## config.mk

```make
export PLATFORM = sky130hd
export DESIGN_NAME = seq_detect
export DESIGN_NICKNAME = d
export VERILOG_FILES = /design/src/rtl/seq_detect_pkg.sv /design/src/rtl/seq_detect.sv
export SDC_FILE = /design/constraint.sdc
export NUM_CORES = 1
export LEC_CHECK = 0
export ABC_AREA = 1
export BUFFER_PORTS_ARGS = -buffer_cell sky130_fd_sc_hd__buf_2
export CELL_PAD_IN_SITES_DETAIL_PLACEMENT = 0
export CELL_PAD_IN_SITES_GLOBAL_PLACEMENT = 1
export CORE_AREA = 2 2 39 41
export CTS_CLUSTER_SIZE = 14
export DETAILED_ROUTE_END_ITERATION = 10
export DIE_AREA = 0 0 41 43
export PLACE_DENSITY = 0.33
export SYNTH_ARGS = -nofsm -noshare
export SYNTH_HDL_FRONTEND = slang
export SYNTH_SLANG_ARGS = --single-unit
```

## constraint.sdc

```tcl
create_clock -name clk -period 1.25 [get_ports clk]
set_clock_uncertainty 0.2 [all_clocks]
set_input_delay 0.0625 -clock clk [delete_from_list [all_inputs] [get_ports clk]]
set_output_delay 0.0625 -clock clk [all_outputs]
set_load 0.01 [all_outputs]
```

## src/rtl/seq_detect_pkg.sv

```systemverilog
`default_nettype none
// ============================================================================
//  Module      : seq_detect_pkg
//  Description : Shared types and constants for the 1011 serial detector.
//  Revision    : 1.0 - initial release
// ============================================================================
package seq_detect_pkg;

    // Matched-prefix states of the detector
    typedef enum logic [2:0] {
        S0    = 3'd0,
        S1    = 3'd1,
        S10   = 3'd2,
        S101  = 3'd3,
        S1011 = 3'd4
    } state_t;

    // Pattern being detected, oldest bit in the MSB
    localparam logic [3:0] PATTERN = 4'b1011;

endpackage
`default_nettype wire

```

## src/rtl/seq_detect.sv

```systemverilog
`default_nettype none
// ============================================================================
//  Module      : seq_detect
//  Description : Moore FSM that pulses dout for one cycle on every 1011 seen
//                on the serial input in_d. OVERLAP selects whether a match's
//                suffix may seed the next match.
//  Revision    : 1.0 - initial release
// ============================================================================
module seq_detect
    import seq_detect_pkg::*;
#(
    parameter logic OVERLAP = 1'b1
) (
    input  logic clk,
    input  logic rst,
    input  logic in_d,
    output logic dout
);

    // Explicit-width state encodings, taken from the shared enum so the
    // package stays the single source of truth for the encoding.
    localparam logic [2:0] c_st_s0    = S0;
    localparam logic [2:0] c_st_s1    = S1;
    localparam logic [2:0] c_st_s10   = S10;
    localparam logic [2:0] c_st_s101  = S101;
    localparam logic [2:0] c_st_s1011 = S1011;

    logic [2:0] r_state;
    logic [2:0] w_next_state;

    // State register; reset wins over any transition and ignores in_d
    always_ff @(posedge clk) begin
        if (rst) begin
            r_state <= c_st_s0;
        end else begin
            r_state <= w_next_state;
        end
    end

    // Next-state logic; unused encodings fall back to S0
    always_comb begin
        w_next_state = c_st_s0;
        case (r_state)
            c_st_s0:    w_next_state = in_d ? c_st_s1    : c_st_s0;
            c_st_s1:    w_next_state = in_d ? c_st_s1    : c_st_s10;
            c_st_s10:   w_next_state = in_d ? c_st_s101  : c_st_s0;
            c_st_s101:  w_next_state = in_d ? c_st_s1011 : c_st_s10;
            c_st_s1011: begin
                // With overlap, the trailing "1" of 1011 is a valid prefix;
                // without it, the current bit is judged as a first bit.
                if (OVERLAP) begin
                    w_next_state = in_d ? c_st_s1 : c_st_s10;
                end else begin
                    w_next_state = in_d ? c_st_s1 : c_st_s0;
                end
            end
            default:    w_next_state = c_st_s0;
        endcase
    end

    // Moore output: pure decode of the registered state
    assign dout = (r_state == c_st_s1011);

endmodule
`default_nettype wire

```

==> impl_metrics.json, run 1 <==
{
  "cts_inserted_buffers": 3,
  "grt_antenna_before_repair": 0,
  "cp_max_fo": 4,
  "p_leak_nw": 0.100,
  "root_buffer": "clkbuf_4",
  "clock_sinks": 3,
  "fin_util_pct": 16.4,
  "grt_max_degree": 5,
  "final_nets": 31,
  "synth.area.top_cells": "dfxtp_1 (43%), nand2_1 (13%), nor3_2 (7.1%)",
  "yosysSeqAreaShare_pct": 42.9,
  "antenna_cells": 0,
  "wl_met1_um": 97,
  "crit_slowest_cell": "dfxtp_1",
  "post-route-period-util_pct": 95.7,
  "worstRegToRegCells": 4,
  "drt-wirelength-per-cell_um": 5.81,
  "final_antenna_net_count": 0,
  "r2r_start": "r_state[0]",
  "r2r_slack_ns": 0.28,
  "relSlewSlack_pct": 87.5,
  "layout_setup_ws_ns": 0.0532,
  "synth-seq-cells": 3,
  "crit_path_cell_trace": "nor3b_2 -> buf_2",
  "regArea_sq_um": 60.1,
  "avgSynthCellArea_sq_um": 7.79,
  "wirelength_um": 250,
  "largest-register": "r_state",
  "hold_viol_final": 0,
  "grt_first_pass_wirelength_um": 462,
  "hold_path_startpoint": "r_state[2]",
  "power.density_nw_per_um2": 1290,
  "status": "completed",
  "crit_type": "reg2out",
  "timing.final.setup_violations": 0,
  "wl_met3_um": 6,
  "die_w_um": 41,
  "largest_reg_flops": 3,
  "htree_levels": 1,
  "grt_pass1_vias": 138,
  "crit_end": "dout",
  "required_ns": 0.99,
  "routed-wl-met2_um": 147,
  "syn_nets": 21,
  "viasPerCell": 2.98,
  "ys_warn_count": 0,
  "syn_area_sq_um": 140,
  "yosysTopAreaCell": "dfxtp_1",
  "ys_types": 11,
  "area_growth_pct": 61.6,
  "fmax_mhz": 836,
  "path_clk_slew_ns": 0.03,
  "num_rows": 14,
  "maxCapViolCount": 0,
  "dp_hpwl_um": 205,
  "irDropWorstVdd_v": 0.000343,
  "tns_ns": 0,
  "vias": 128,
  "pre_cts_slack_ns": 0.260,
  "syn_inst": 18,
  "grt.total_usage_pct": 4.51,
  "die-area_sq_um": 1760,
  "grt.overflow.total": 0,
  "period_needed_ns": 1.20,
  "multiInputGateArea_sq_um": 73.8,
  "top_regs": "r_state: 3 flops",
  "worstSetupStartpointType": "register",
  "io_pins": 4,
  "start_util_pct": 10.1,
  "dr.first_iter.drc_count": 0,
  "r2r_end": "r_state[1]",
  "cp.arrival_ns": 0.93,
  "gp_congestion": 0.579,
  "drc": 0,
  "cp-end-kind": "output port",
  "worstHoldPathType": "reg2reg",
  "insertion_delay_ns": 0.23,
  "fillCellCount": 165,
  "core_area_sq_um": 1380,
  "worstSetupStartpoint": "r_state[2]",
  "crit_path_max_incr_delay_ns": 0.39,
  "drive_gt1_share_pct": 40.7,
  "first_pass_iters": 1,
  "highest_layer": "met3",
  "worst_pin_slew_ns": 0.188,
  "portBuffers": 3,
  "cts_tree": "built",
  "chipHeight_um": 43,
  "slew_violations": 0,
  "synth_top_area_share_pct": 42.9,
  "clockBufferDepth": 2
}
==> metal layers <==
layer,vias to the layer above,track usage (%)
li1,73,-
met1,54,4.47
met2,1,5.00
met3,0,1.57
met4,0,8.00
met5,-,0
==> how the worst min path moves through the flow <==
stage | endpoint | depth (start not counted) | slack (ns)
after floorplan | r_state[1] | 2 | 0.02
after global placement | r_state[1] | 3 | 0.15
after detailed placement | r_state[1] | 3 | 0.15
after CTS | r_state[2] | 1 | 0.31
after global routing | r_state[2] | 1 | 0.33
final | r_state[2] | 1 | 0.30
==> stage by stage <==
| stage | instances | hold WS [ns] | power (mW) | instance area (sq um) |
|---|---|---|---|---|
| detailed placement | 37 | 0.152 | 0.124 | 175 |
| global route | 43 | 0.330 | 0.312 | 226 |
| floorplan | 18 | 0.0154 | 0.118 | 140 |
| global placement | 37 | 0.150 | 0.125 | 175 |
| CTS | 43 | 0.312 | 0.303 | 221 |
| finish | 43 | 0.303 | 0.292 | 226 |
==> layout by cell type (no fill, tap or decap), types with 2 or more instances in the layout <==
cell type	n
dlygate4sd3_1	2
dfxtp_1	3
nand2_1	5
buf_2	3
inv_1	2
clkbuf_4	3
==> worst max-delay path, delay by kind of cell (launching register included) <==
family | cells | cell delay (ns)
flops | 1 | 0.39
buf+inv | 1 | 0.15
simple gates | 1 | 0.17
==> synthesized netlist by cell type <==
library cell  count
o21ai_1           1
a21oi_2           1
nor2_2            1
nor3_2            1
nand2_1           5
inv_1             2
nor2_1            1
nor3b_1           1
dfxtp_1           3
o21ai_2           1
clkinv_1          1
==> power breakdown <==
part / switching, mW / internal [mW] / total [mW]
sequential: 0.00551 / 0.100 / 0.106
clock: 0.0455 / 0.119 / 0.165
combinational: 0.00967 / 0.0118 / 0.0215
==> timing repair <==
item	in CTS	in global routing
endpoints found under the hold margin	3	0
setup buffers	0	0
endpoints found under the setup margin	0	1
resized for setup	0	1
hold buffers	2	0
==> logic make-up after synthesis <==
kind of cell,Yosys count,share of synthesized area [%]
AND/OR/NAND/NOR,9,33.0
AO/OA/AOI/OAI,3,16.1
flip-flops,3,42.9
buffers and inverters,3,8.04
==> cell type report <==
type	instances	share of cell area (%)
repair buffers	5	15.5
flip-flops and latches	3	26.5
multi-input cells	12	32.6
well taps	16	8.84
clock buffers	4	11.6
inverters	3	4.97
No activity file was read; power rests on OpenSTA's default activity.
==> run 2: changes to the inputs <==
- clock period: 1.25 -> 1.5 ns (I/O delays scaled with it)
==> impl_metrics.json, run 2 (synthesis results as in run 1) <==
{
  "worst_pin_slew_ns": 0.171,
  "cts_inserted_buffers": 3,
  "clockBufferDepth": 2,
  "viasPerCell": 3.05,
  "final_nets": 31,
  "hold_end": "r_state[2]",
  "tns_ns": 0,
  "grt_setup_unrepaired": "no",
  "portBuffers": 3,
  "core_area_sq_um": 1380,
  "worstSetupStartpointType": "register",
  "area_growth_pct": 58.0,
  "first_pass_iters": 2,
  "largest-register": "r_state",
  "worstHoldPathType": "reg2reg",
  "pre_cts_slack_ns": 0.498,
  "r2r_end": "r_state[1]",
  "timing.final.setup_violations": 0,
  "wirelength_um": 267,
  "r2r_start": "r_state[0]",
  "start_util_pct": 10.1,
  "final_cell_mix": "nand2_1 (5), clkbuf_4 (3), buf_2 (3), dfxtp_1 (3)",
  "worstHoldPathCells": 1,
  "cts_tree": "built",
  "dp.cells": 37,
  "grt_first_pass_wirelength_um": 448,
  "grt.overflow.total": 0,
  "worstRegToRegCells": 4,
  "drc": 0,
  "die-area_sq_um": 1760,
  "p_leak_nw": 0.0969,
  "hold_path_startpoint": "r_state[2]",
  "slew_violations": 0,
  "final_antenna_net_count": 0,
  "top_regs": "r_state: 3 flops",
  "gp_congestion": 0.643,
  "layout_setup_ws_ns": 0.270,
  "maxCapViolCount": 0,
  "io_pins": 4,
  "required_ns": 1.22,
  "cp.arrival_ns": 0.96,
  "irDropWorstVdd_v": 0.000271,
  "status": "completed",
  "die_w_um": 41,
  "antenna_cells": 0,
  "htree_levels": 1,
  "dp_hpwl_um": 222,
  "largest_reg_flops": 3,
  "fillCellCount": 167,
  "cp_max_fo": 4,
  "crit_type": "reg2out",
  "drive_gt1_share_pct": 37.0,
  "root_buffer": "clkbuf_4",
  "clock_sinks": 3,
  "relSlewSlack_pct": 88.6,
  "final_area_sq_um": 221,
  "fmax_mhz": 813,
  "hold_viol_final": 0,
  "power.density_nw_per_um2": 1090,
  "drt-wirelength-per-cell_um": 6.21,
  "r2r_slack_ns": 0.52,
  "insertion_delay_ns": 0.23,
  "grt_pass1_vias": 118,
  "chipHeight_um": 43,
  "num_rows": 14,
  "path_clk_slew_ns": 0.03,
  "vias": 131,
  "dr.first_iter.drc_count": 2,
  "grt_antenna_before_repair": 0,
  "layout_commonest_cell": "nand2_1",
  "place_area_sq_um": 175,
  "stdcell_count": 43,
  "post-route-period-util_pct": 82.0,
  "grt_max_degree": 5,
  "grt.total_usage_pct": 4.71,
  "cts_resized": 0,
  "period_needed_ns": 1.23,
  "cp-end-kind": "output port"
}
-- run 2: changes by cell type in the layout (fill, tap and decap cells not counted) --
| cell | before | now |
|---|---|---|
| nor3b_1 | 0 | 1 |
| nor3b_2 | 1 | 0 |
-- run 2: how the worst max path moves through the flow --
stage,startpoint,end,depth (start not counted)
2_1_floorplan,r_state[2],dout,1
3_3_place_gp,r_state[2],dout,2
3_5_place_dp,r_state[2],dout,2
4_1_cts,r_state[2],dout,2
5_1_grt,r_state[2],dout,2
6_report,r_state[2],dout,2
-- run 2: worst max-delay path, stage by stage (launching register included) --
cell     delay (ns)
dfxtp_1        0.39
nor3b_1        0.19
buf_2          0.16
-- run 2: final cells by class --
class / instances / area, sq um / share of cell area [%]
Tap cell: 16 / 20.0 / 9.04
Inverter: 3 / 11.3 / 5.08
Timing Repair Buffer: 5 / 35.0 / 15.8
Clock buffer: 4 / 26.3 / 11.9
Multi-Input combinational cell: 12 / 68.8 / 31.1
Sequential cell: 3 / 60.1 / 27.1
-- run 2: per-layer routing --
layer  GRT usage (%)  share of wire (%)
met2            5.31                 58
met3            3.14                1.9
met4            8.00                  0
met5               0                  0
met1            3.83                 40
-- run 2: where the power goes --
part / internal [mW] / total (mW) / switching [mW]
sequential: 0.0837 / 0.0880 / 0.00429
combinational: 0.00979 / 0.0180 / 0.00824
clock: 0.0993 / 0.136 / 0.0366
-- run 2: metrics by stage --
| step | utilization (%) | hold WS (ns) | power (mW) |
|---|---|---|---|
| 6_report | 16.0 | 0.303 | 0.242 |
| 5_1_grt | 16.0 | 0.343 | 0.265 |
| 4_1_cts | 16.0 | 0.308 | 0.249 |
| 3_5_place_dp | 12.7 | 0.165 | 0.104 |
| 3_3_place_gp | 12.7 | 0.161 | 0.104 |
| 2_1_floorplan | - | 0.0279 | 0.0981 |
-- run 2: repair_timing --
item,CTS,global route
buffers inserted,0,0
hold endpoints to repair,3,0
hold buffers,2,0
